[src/rtl/jedro_1_excp_pkg.sv]
// Shared cause codes, FSM states and access-size encoding for the jedro_1 exception unit.
// Latency: n/a (types and constants only).
// Backpressure: n/a.
package jedro_1_excp_pkg;

    localparam logic [3:0] CAUSE_INSTR_MISALIGN = 4'd0;
    localparam logic [3:0] CAUSE_ILLEGAL_INSTR  = 4'd2;
    localparam logic [3:0] CAUSE_LOAD_MISALIGN  = 4'd4;
    localparam logic [3:0] CAUSE_STORE_MISALIGN = 4'd6;

    typedef enum logic [2:0] {
        ST_IDLE     = 3'd0,
        ST_FLUSH    = 3'd1,
        ST_REDIRECT = 3'd2,
        ST_HANDLER  = 3'd3,
        ST_RETURN   = 3'd4,
        ST_HALT     = 3'd5
    } excp_state_e;

    typedef enum logic [1:0] {
        LS_BYTE  = 2'd0,
        LS_HALF  = 2'd1,
        LS_WORD  = 2'd2,
        LS_DWORD = 2'd3
    } ls_size_e;

endpackage

[src/rtl/jedro_1_align_chk.sv]
// Alignment checker for instruction targets (IALIGN mode) and data accesses (size mode).
// Latency: purely combinational.
// Backpressure: none; result is valid whenever inputs are.
module jedro_1_align_chk
    import jedro_1_excp_pkg::*;
#(
    parameter int DATA_WIDTH = 32
) (
    input  logic [2:0] addr_i,
    input  ls_size_e   size_i,
    input  logic       inst_i,
    input  logic       ialign16_i,
    output logic       misaligned_o
);

    always_comb begin
        misaligned_o = 1'b0;
        if (inst_i) begin
            misaligned_o = ialign16_i ? addr_i[0] : (|addr_i[1:0]);
        end else begin
            unique case (size_i)
                LS_BYTE:  misaligned_o = 1'b0;
                LS_HALF:  misaligned_o = addr_i[0];
                LS_WORD:  misaligned_o = |addr_i[1:0];
                // A doubleword access on a 32-bit core has no legal alignment.
                LS_DWORD: misaligned_o = (DATA_WIDTH == 64) ? (|addr_i[2:0]) : 1'b1;
                default:  misaligned_o = 1'b0;
            endcase
        end
    end

endmodule

[src/rtl/jedro_1_excp_unit.sv]
// Exception unit: detects misalignment/illegal faults, records the oldest, sequences flush/redirect/handler/mret.
// Latency: CSRs and flush one edge after the fault; trap redirect DRAIN_CYCLES edges later; mret return one edge.
// Backpressure: none accepted; holds the pipeline via stall_o while draining and after a double fault.
module jedro_1_excp_unit
    import jedro_1_excp_pkg::*;
#(
    parameter int DATA_WIDTH   = 32,
    parameter int IALIGN       = 32,
    parameter int DRAIN_CYCLES = 2,
    parameter int CNT_WIDTH    = 8
) (
    input  logic                  clk_i,
    input  logic                  rstn_i,
    input  logic                  jmp_valid_i,
    input  logic [DATA_WIDTH-1:0] jmp_pc_i,
    input  logic [DATA_WIDTH-1:0] jmp_target_i,
    input  logic                  ls_valid_i,
    input  logic                  ls_we_i,
    input  logic [1:0]            ls_size_i,
    input  logic [DATA_WIDTH-1:0] ls_pc_i,
    input  logic [DATA_WIDTH-1:0] ls_addr_i,
    input  logic                  illegal_i,
    input  logic [DATA_WIDTH-1:0] illegal_pc_i,
    input  logic [31:0]           illegal_word_i,
    input  logic                  mret_i,
    input  logic [DATA_WIDTH-1:0] mtvec_i,
    output logic                  flush_o,
    output logic                  stall_o,
    output logic                  redirect_valid_o,
    output logic [DATA_WIDTH-1:0] redirect_addr_o,
    output logic [DATA_WIDTH-1:0] mepc_o,
    output logic [DATA_WIDTH-1:0] mcause_o,
    output logic [DATA_WIDTH-1:0] mtval_o,
    output logic                  trap_active_o,
    output logic                  halted_o,
    output logic [CNT_WIDTH-1:0]  excp_count_o
);

    localparam logic [2:0]            DRAIN_LAST = 3'(DRAIN_CYCLES - 1);
    localparam logic [DATA_WIDTH-1:0] VEC_MASK   = ~DATA_WIDTH'(3);
    localparam logic                  IALIGN16   = (IALIGN == 16);

    excp_state_e           r_state;
    excp_state_e           w_state_nxt;
    logic [2:0]            r_drain_cnt;
    logic [2:0]            w_drain_nxt;

    logic                  r_flush;
    logic                  r_stall;
    logic                  r_redirect_vld;
    logic [DATA_WIDTH-1:0] r_redirect_addr;
    logic [DATA_WIDTH-1:0] r_mepc;
    logic [DATA_WIDTH-1:0] r_mcause;
    logic [DATA_WIDTH-1:0] r_mtval;
    logic                  r_trap_active;
    logic                  r_halted;
    logic [CNT_WIDTH-1:0]  r_count;

    logic                  w_jmp_mis;
    logic                  w_ls_mis;
    logic                  w_jmp_fault;
    logic                  w_ls_fault;
    logic                  w_any_fault;
    logic                  w_capture;
    logic [DATA_WIDTH-1:0] w_epc_sel;
    logic [DATA_WIDTH-1:0] w_cause_sel;
    logic [DATA_WIDTH-1:0] w_tval_sel;
    logic                  w_flush_nxt;
    logic                  w_stall_nxt;
    logic                  w_redirect_vld_nxt;
    logic [DATA_WIDTH-1:0] w_redirect_addr_nxt;
    logic                  w_trap_active_nxt;
    logic                  w_halted_nxt;

    jedro_1_align_chk #(
        .DATA_WIDTH   (DATA_WIDTH)
    ) u_jmp_align (
        .addr_i       (jmp_target_i[2:0]),
        .size_i       (LS_WORD),
        .inst_i       (1'b1),
        .ialign16_i   (IALIGN16),
        .misaligned_o (w_jmp_mis)
    );

    jedro_1_align_chk #(
        .DATA_WIDTH   (DATA_WIDTH)
    ) u_ls_align (
        .addr_i       (ls_addr_i[2:0]),
        .size_i       (ls_size_e'(ls_size_i)),
        .inst_i       (1'b0),
        .ialign16_i   (1'b0),
        .misaligned_o (w_ls_mis)
    );

    assign w_jmp_fault = jmp_valid_i & w_jmp_mis;
    assign w_ls_fault  = ls_valid_i & w_ls_mis;
    assign w_any_fault = w_jmp_fault | w_ls_fault | illegal_i;

    // The MEM-stage access is the oldest instruction, then EX jump, then decode.
    always_comb begin
        w_epc_sel   = illegal_pc_i;
        w_cause_sel = DATA_WIDTH'(CAUSE_ILLEGAL_INSTR);
        w_tval_sel  = DATA_WIDTH'(illegal_word_i);
        if (w_ls_fault) begin
            w_epc_sel   = ls_pc_i;
            w_cause_sel = ls_we_i ? DATA_WIDTH'(CAUSE_STORE_MISALIGN)
                                  : DATA_WIDTH'(CAUSE_LOAD_MISALIGN);
            w_tval_sel  = ls_addr_i;
        end else if (w_jmp_fault) begin
            w_epc_sel   = jmp_pc_i;
            w_cause_sel = DATA_WIDTH'(CAUSE_INSTR_MISALIGN);
            w_tval_sel  = jmp_target_i;
        end
    end

    always_ff @(posedge clk_i or negedge rstn_i) begin
        if (!rstn_i) begin
            r_state     <= ST_IDLE;
            r_drain_cnt <= 3'd0;
        end else begin
            r_state     <= w_state_nxt;
            r_drain_cnt <= w_drain_nxt;
        end
    end

    always_comb begin
        w_state_nxt = r_state;
        w_drain_nxt = r_drain_cnt;
        w_capture   = 1'b0;
        unique case (r_state)
            ST_IDLE: begin
                if (w_any_fault) begin
                    w_state_nxt = ST_FLUSH;
                    w_drain_nxt = DRAIN_LAST;
                    w_capture   = 1'b1;
                end
            end
            ST_FLUSH: begin
                if (r_drain_cnt == 3'd0) begin
                    w_state_nxt = ST_REDIRECT;
                end else begin
                    w_drain_nxt = r_drain_cnt - 3'd1;
                end
            end
            ST_REDIRECT: w_state_nxt = ST_HANDLER;
            ST_HANDLER: begin
                // A fault inside the handler wins over a simultaneous mret.
                if (w_any_fault) begin
                    w_state_nxt = ST_HALT;
                end else if (mret_i) begin
                    w_state_nxt = ST_RETURN;
                end
            end
            ST_RETURN: w_state_nxt = ST_IDLE;
            ST_HALT:   w_state_nxt = ST_HALT;
            default:   w_state_nxt = ST_IDLE;
        endcase

        // Outputs are decoded from the next state so they can be registered.
        w_flush_nxt         = (w_state_nxt == ST_FLUSH) || (w_state_nxt == ST_RETURN);
        w_stall_nxt         = (w_state_nxt == ST_FLUSH) || (w_state_nxt == ST_HALT);
        w_redirect_vld_nxt  = (w_state_nxt == ST_REDIRECT) || (w_state_nxt == ST_RETURN);
        w_trap_active_nxt   = (w_state_nxt == ST_HANDLER) || (w_state_nxt == ST_RETURN);
        w_halted_nxt        = (w_state_nxt == ST_HALT);
        w_redirect_addr_nxt = r_redirect_addr;
        if (w_state_nxt == ST_REDIRECT) begin
            w_redirect_addr_nxt = mtvec_i & VEC_MASK;
        end else if (w_state_nxt == ST_RETURN) begin
            w_redirect_addr_nxt = r_mepc;
        end
    end

    always_ff @(posedge clk_i or negedge rstn_i) begin
        if (!rstn_i) begin
            r_flush         <= 1'b0;
            r_stall         <= 1'b0;
            r_redirect_vld  <= 1'b0;
            r_redirect_addr <= '0;
            r_mepc          <= '0;
            r_mcause        <= '0;
            r_mtval         <= '0;
            r_trap_active   <= 1'b0;
            r_halted        <= 1'b0;
            r_count         <= '0;
        end else begin
            r_flush         <= w_flush_nxt;
            r_stall         <= w_stall_nxt;
            r_redirect_vld  <= w_redirect_vld_nxt;
            r_redirect_addr <= w_redirect_addr_nxt;
            r_trap_active   <= w_trap_active_nxt;
            r_halted        <= w_halted_nxt;
            if (w_capture) begin
                r_mepc   <= w_epc_sel;
                r_mcause <= w_cause_sel;
                r_mtval  <= w_tval_sel;
                if (r_count != '1) begin
                    r_count <= r_count + CNT_WIDTH'(1);
                end
            end
        end
    end

    assign flush_o          = r_flush;
    assign stall_o          = r_stall;
    assign redirect_valid_o = r_redirect_vld;
    assign redirect_addr_o  = r_redirect_addr;
    assign mepc_o           = r_mepc;
    assign mcause_o         = r_mcause;
    assign mtval_o          = r_mtval;
    assign trap_active_o    = r_trap_active;
    assign halted_o         = r_halted;
    assign excp_count_o     = r_count;

endmodule

[config.mk]
export PLATFORM = sky130hd
export DESIGN_NAME = jedro_1_excp_unit
export DESIGN_NICKNAME = d
export VERILOG_FILES = /design/src/rtl/jedro_1_excp_pkg.sv /design/src/rtl/jedro_1_align_chk.sv /design/src/rtl/jedro_1_excp_unit.sv
export SDC_FILE = /design/constraint.sdc
export NUM_CORES = 1
export LEC_CHECK = 0
export BUFFER_PORTS_ARGS = -buffer_cell sky130_fd_sc_hd__clkbuf_2
export CORE_UTILIZATION = 30
export CTS_CLUSTER_DIAMETER = 150
export DETAILED_ROUTE_END_ITERATION = 10
export PLACE_DENSITY = 0.58
export RECOVER_POWER = 50
export SLEW_MARGIN = 20
export SYNTH_ARGS = -nofsm -noshare
export SYNTH_HDL_FRONTEND = slang
export SYNTH_HIERARCHICAL = 1
export SYNTH_SLANG_ARGS = --single-unit
[constraint.sdc]
create_clock -name clk_i -period 2.1 [get_ports clk_i]
set_input_delay 0 -clock clk_i [delete_from_list [all_inputs] [get_ports clk_i]]
set_output_delay 0 -clock clk_i [all_outputs]
set_load 0.02 [all_outputs]
==> impl_results.md, run 1 <==
* Commonest non-fill, non-tap cell in the layout: clkbuf_2
* Post-synth EDFFs at 0
* Final setup vio count at 0
* Leak pwr at 5.26 nW
* Setup crit end kind: flip-flop
* Largest net degree at the start of global routing at 66
* #FFs+latches synth at 117
* Area Growth Syn to Fin at 56.6%
* Setup TNS at 0 ns
* Syn. warnings at 6
* Effective utilization at floorplan at 30.9%
* Most frequent cells in the layout: clkbuf_2, dfrtp_1, dlygate4sd3_1, clkbuf_1, nor2_1
* Syn Std Cell Area at 6290 um2
* First-pass GRT wire length at roughly 32000 um
* Core Area at 20400 um2
* Outcome: complete, no violations
* DR pass1 iterations at 5
* CP required at 2.42 ns
* Final core utilization at 48.3%
* Number of port buffers at 341
* DR iter-0 viols at 231
* Row count at 52
* Fin cells at 1354
* Num Clock Sinks at 117
* Worst-skew pair later-pin latency at 0.41 ns
* Number of global-route vias before repair at between 6000 and 7000
* Crit start category: primary input
* Grt ovf at 0
* Hold Crit Class: primary input to flip-flop
* VDD IR-drop max at 0.000457 V
* H-tree depth at 4
* Hold_sp: illegal_i
* Critical path class: primary input to flip-flop
* Clock Path Buffers at 2
* Final total power at 0.0127 W
* Slowest-stage cell, CP: dlygate4sd3_1
* DRC at 0
* Placement Cell Area at approximately 8400 um2
* Register area share after synthesis at between 40% and 50%
* Max incr delay on CP at 0.60 ns
* Design area at 9840 um2
* Vias at 6315
* Max_cap viols at 0
* Die Y at 147 um
* Worst EP arrival at 2.27 ns
* Drt via density at 4.66
* Post-Route WL at about 21000 um
* Initial antenna violation count at 0
* Cell variety after synth at 40
* Final Hold Vio Count at 0
* CTS clk-pin slew, worst paths at 0.06 ns
* Fmax at 0.512 GHz
* N_diodes at 0
* Share of cells above drive strength 1 at 31.4%
* Setup crit start: ls_addr_i[0]
* Die width at approximately 150 um
* Placer Congestion at 0.792
* Dpl cells at between 1000 and 1500
* Final worst path period share at 93.1%
* Power Dens Cells at 1290 nW/um2
* Syn_area_per_cell at 9.88 um2
* Total GRT Usage at 19.0%
* ANT nets after route at 0
* Most used cell, CP: dlygate4sd3_1
* Crit-path cells: dlygate4sd3_1, clkbuf_2, o31ai_1, o21ai_1, a221oi_2, nand4_1, dlygate4sd3_1, a21oi_1
* Root buffer cell: clkbuf_16
* Worst clock skew at 0.00850 ns
* Routed len/inst at 15.4 um
* Asr flop ratio synth at 100%
* Relative slew slack at 23.4%
* Critical Path Fanout Max at 3
* Ys flop type: dfrtp_1
* RSZ-0062 raised after global routing: no
* Cells after Synth at 636
* Post-route minimum period at 1.95 ns
* Worst reg2reg path startpoint: r_drain_cnt[0]$_DFFE_PN0P_
* DP HPWL at around 15000 um
* Max Slew Vio Count at 0
* Die area at 21500 um2
* Ports at 374
* CTS buffer count at 17
* Measured slew at the worst slew-check pin at between 1 and 1.5 ns
* Fin nets at 1307
* TritonCTS clock tree: yes
cells in the mapped netlist (all sizes together), types with 5 or more instances:
| cell type | count | area [um2] |
|---|---|---|
| a211oi | 64 | 480 |
| a21o | 64 | 480 |
| a22oi | 30 | 225 |
| buf | 55 | 363 |
| clkbuf | 26 | 97.6 |
| dfrtp | 117 | 2930 |
| inv | 8 | 30.0 |
| mux2i | 64 | 641 |
| nand2 | 43 | 161 |
| nand3 | 7 | 40.0 |
| nor2 | 67 | 254 |
| o21ai | 39 | 195 |
| xor2 | 5 | 43.8 |
cell type report:
type / instances / area [um2]
multi-input combinational: 470 / 3070
inverter: 8 / 30.0
sequential: 117 / 2930
clock buffer: 19 / 443
fill: 1961 / 10500
timing repair buffer: 457 / 2830
tap: 270 / 338
clock inverter: 13 / 205
sequential cells by signal (all words and copies together) (netlist names):
| name | count |
|---|---|
| r_drain_cnt | 3 |
| excp_count_o | 8 |
| mepc_o | 32 |
| trap_active_o | 1 |
| mcause_o | 2 |
| redirect_addr_o | 32 |
| stall_o | 1 |
| flush_o | 1 |
| r_state | 3 |
| mtval_o | 32 |
| halted_o | 1 |
| redirect_valid_o | 1 |
worst max-delay path, delay by kind of cell:
family / cells / cell delay [ns]
AO/OA/AOI/OAI: 4 / 0.81
buffers and inverters: 3 / 1.27
AND/OR/NAND/NOR: 1 / 0.18
timing repair:
item                       4_1_cts  5_1_grt
setup endpoints to repair        0        2
gates resized for setup          0        2
hold buffers                    89        0
hold endpoints to repair       130        0
buffers inserted                 0        1
final timing paths:
check                                                       end  cells past startpoint  slack [ns]
max in group asynchronous           excp_count_o[5]$_DFFE_PN0P_                      3        0.47
worst max-delay path                          flush_o$_DFF_PN0_                      8        0.15
worst min register to register           mtval_o[5]$_DFFE_PN0P_                      1        0.47
worst min-delay path                    trap_active_o$_DFF_PN0_                      4        0.01
min in group asynchronous       redirect_addr_o[26]$_DFFE_PN0P_                      2        0.34
worst max register to register  redirect_addr_o[26]$_DFFE_PN0P_                      7        0.35
cell families after synthesis:
family                     Yosys count  share of synthesized area (%)
other                                2                          0.119
buffers and inverters               89                           7.80
DFF                                117                           46.6
xor gates and xnor gates             8                           1.11
adders and majority gates            3                          0.597
and+or+nand+nor                    137                           9.34
muxes                               65                           10.4
AOI/OAI and AO/OA                  215                           24.1
layer usage:
| metal | vias up | global-route usage, % | part of all wire, % |
|---|---|---|---|
| met2 | 253 | 33.1 | 51 |
| met4 | 0 | 8.23 | 2.4 |
| met3 | 31 | 4.13 | 5.9 |
| met1 | 2920 | 22.3 | 41 |
| li1 | 3111 | - | - |
| met5 | - | 0 | 0 |
report_power, final:
group          switching, W  internal (W)
Combinational       0.00336       0.00200
Sequential         0.000759       0.00335
Clock               0.00105       0.00213
Total               0.00517       0.00748
through the flow:
step | hold slack, ns | setup WS, ns
after floorplan | -0.296 | 0.217
after global placement | 0.0592 | 0.175
after detailed placement | 0.0537 | 0.141
after CTS | 0.000905 | 0.111
after global routing | 0.0183 | 0.0128
final | 0.0132 | 0.146
No activity file was read; power rests on OpenSTA's default activity.
==> run 2: changes to the inputs <==
--- a/config.mk
+++ b/config.mk
@@ -11,7 +11,6 @@
 export DETAILED_ROUTE_END_ITERATION = 10
 export PLACE_DENSITY = 0.58
 export RECOVER_POWER = 50
-export SLEW_MARGIN = 20
 export SYNTH_ARGS = -nofsm -noshare
 export SYNTH_HDL_FRONTEND = slang
 export SYNTH_HIERARCHICAL = 1
==> constraint.sdc (replaced) <==
create_clock -name clk_i -period 2.1 [get_ports clk_i]
set_input_delay 0.315 -clock clk_i [delete_from_list [all_inputs] [get_ports clk_i]]
set_output_delay 0.315 -clock clk_i [all_outputs]
set_load 0.02 [all_outputs]
==> impl_results.md, run 2 (synthesis results as in run 1) <==
* Drt via density at 4.64
* Routed len/inst at 15.2 um
* Hold_sp: mtvec_i[16]
* Wire length on met1 at roughly 8100 um
* Final total power at approximately 0.012 W
* Grt ovf at 0
* Fmax at approximately 0.58 GHz
* Fin cells at 1276
* Largest net degree at the start of global routing at 66
* Commonest non-fill, non-tap cell in the layout: clkbuf_2
* Vias at 5924
* CP required at 2.39 ns
* Area of the multi-input gates at 3060 um2
* VDD IR-drop max at 0.000527 V
* Outcome: complete, no violations
* First-pass GRT wire length at 30500 um
* Critical path's top delay family: compound AO/OA/AOI/OAI gates
* Total setup buffers inserted after CTS at 0
* Post-route minimum period at 1.72 ns
* Worst EP arrival at 2.01 ns
* Hold Crit Class: primary input to flip-flop
* Crit-path cells: clkbuf_2, o31ai_1, o21ai_1, a221o_1, buf_4, nand3_4, buf_12, a211oi_1, a21o_1
* Row count at between 50 and 60
* Setup crit end kind: flip-flop
* # fillers at around 2000
* Crit start category: primary input
* Final setup vio count at 0
* Critical Path Fanout Max at 63
* Met2 WL at 9780 um
* Core Area at 20400 um2
* Post-CTS Hold Buffers at 1
* CTS buffer count at 17
* FF/Latch Area at 2930 um2
* Number of port buffers at approximately 340
* DR pass1 iterations at 4
* DRC at 0
* Die width at 147 um
* N_diodes at 0
* Ports at 374
* Area Growth Syn to Fin at 43.5%
* Max incr delay on CP at 0.36 ns
* Share of cells above drive strength 1 at between 30% and 40%
* Routed wl met3 at 1230 um
* Setup crit start: ls_size_i[1]
* Leak pwr at between 4 and 5 nW
* Die Y at 147 um
* DR iter-0 viols at roughly 240
* Measured slew at the worst slew-check pin at between 0.9 and 1 ns
* Max_cap viols at 0
* RSZ-0062 raised after global routing: no
* TritonCTS clock tree: yes
* Uppermost layer routed: met4
* DP HPWL at 14900 um
* Worst path bufs/invs at 3
* Dpl cells at around 1200
* Root buffer cell: clkbuf_16
* Relative slew slack at 37.7%
* Effective utilization at floorplan at 30.9%
* Total GRT Usage at 18.2%
* CTS clk-pin slew, worst paths at around 0.06 ns
* Power Dens Cells at 1370 nW/um2
* ANT nets after route at 0
* Final worst path period share at 82.0%
* Worst clock skew at 0.00900 ns
* Max Slew Vio Count at 0
* Post_cts resized at 0
* Number of global-route vias before repair at 5713
* H-tree depth at 4
* Num Clock Sinks at 117
* Slowest-stage cell, CP: a221o_1
* Worst-skew pair later-pin latency at 0.40 ns
* Post-Route WL at 19400 um
* Placer Congestion at 0.813
* Die area at 21500 um2
* Initial antenna violation count at 0
* Most frequent cells in the layout: clkbuf_2, dfrtp_1, nor2_1
* Worst reg2reg path startpoint: r_drain_cnt[0]$_DFFE_PN0P_
* Critical path class: primary input to flip-flop
* Fin nets at 1231
* Final Hold Vio Count at 0
* Clock Path Buffers at 2
run 2: cell types whose count changed in the layout (fill, tap and decap cells not counted):
cell | previous run | this run
dlygate4sd3_1 | 89 | 1
buf_4 | 16 | 30
clkbuf_1 | 70 | 56
clkbuf_2 | 273 | 286
clkinv_4 | 2 | 0
a221oi_1 | 0 | 1
a221oi_2 | 1 | 0
buf_12 | 8 | 9
buf_6 | 1 | 0
bufinv_16 | 5 | 4
clkbuf_16 | 18 | 17
clkbuf_8 | 1 | 2
clkinv_2 | 3 | 4
clkinvlp_4 | 3 | 2
run 2: area by class of cell:
class	instances	area share [%]
Multi-Input combinational cell	470	33.9
Clock inverter	10	1.72
Tap cell	270	3.75
Clock buffer	20	5.06
Sequential cell	117	32.5
Timing Repair Buffer	381	22.8
Inverter	8	0.333
run 2: where the power goes:
| part | switching, W | leakage (nW) | internal (W) |
|---|---|---|---|
| Clock | 0.000999 | 0.298 | 0.00203 |
| Sequential | 0.000740 | 1.44 | 0.00335 |
| Combinational | 0.00332 | 3.24 | 0.00194 |
| Total | 0.00505 | 4.98 | 0.00731 |
run 2: final timing paths:
kind                                                        end  slack, ns  cells past startpoint
worst max register to register               halted_o$_DFF_PN0_       0.39                      7
worst min register to register           mtval_o[9]$_DFFE_PN0P_       0.47                      1
max in group asynchronous                  r_state[0]$_DFF_PN0_       0.74                      3
min in group asynchronous                 mepc_o[2]$_DFFE_PN0P_       0.58                      2
worst min-delay path            redirect_addr_o[16]$_DFFE_PN0P_       0.16                      3
worst max-delay path                    mtval_o[31]$_DFFE_PN0P_       0.38                      9
run 2: per-layer routing:
metal  global-route usage (%)  up-vias
met5                        0        -
met4                     6.41        0
li1                         -     2959
met3                     4.47       18
met1                     22.1     2723
met2                     31.4      224
run 2: worst register-to-register path, delay by kind of cell (launching register included):
kind / cells / cell delay [ns]
flops: 1 / 0.32
simple gates: 1 / 0.16
buf+inv: 2 / 0.15
fa+ha+maj: 1 / 0.21
compound gates: 3 / 0.75
run 2: per-stage QoR:
stage / setup TNS [ns] / hold WS (ns) / cell area [um2] / worst slack [ns] / util (%)
2_1_floorplan: 0 / 0.0194 / 6440 / 0.217 / -
3_3_place_gp: -0.0119 / 0.307 / 8470 / -0.00555 / 41.6
3_5_place_dp: -0.840 / 0.307 / 8470 / -0.0493 / 41.6
4_1_cts: 0 / 0.135 / 9090 / 0.350 / 44.6
5_1_grt: 0 / 0.152 / 9020 / 0.190 / 44.3
6_report: 0 / 0.158 / 9020 / 0.378 / 44.3
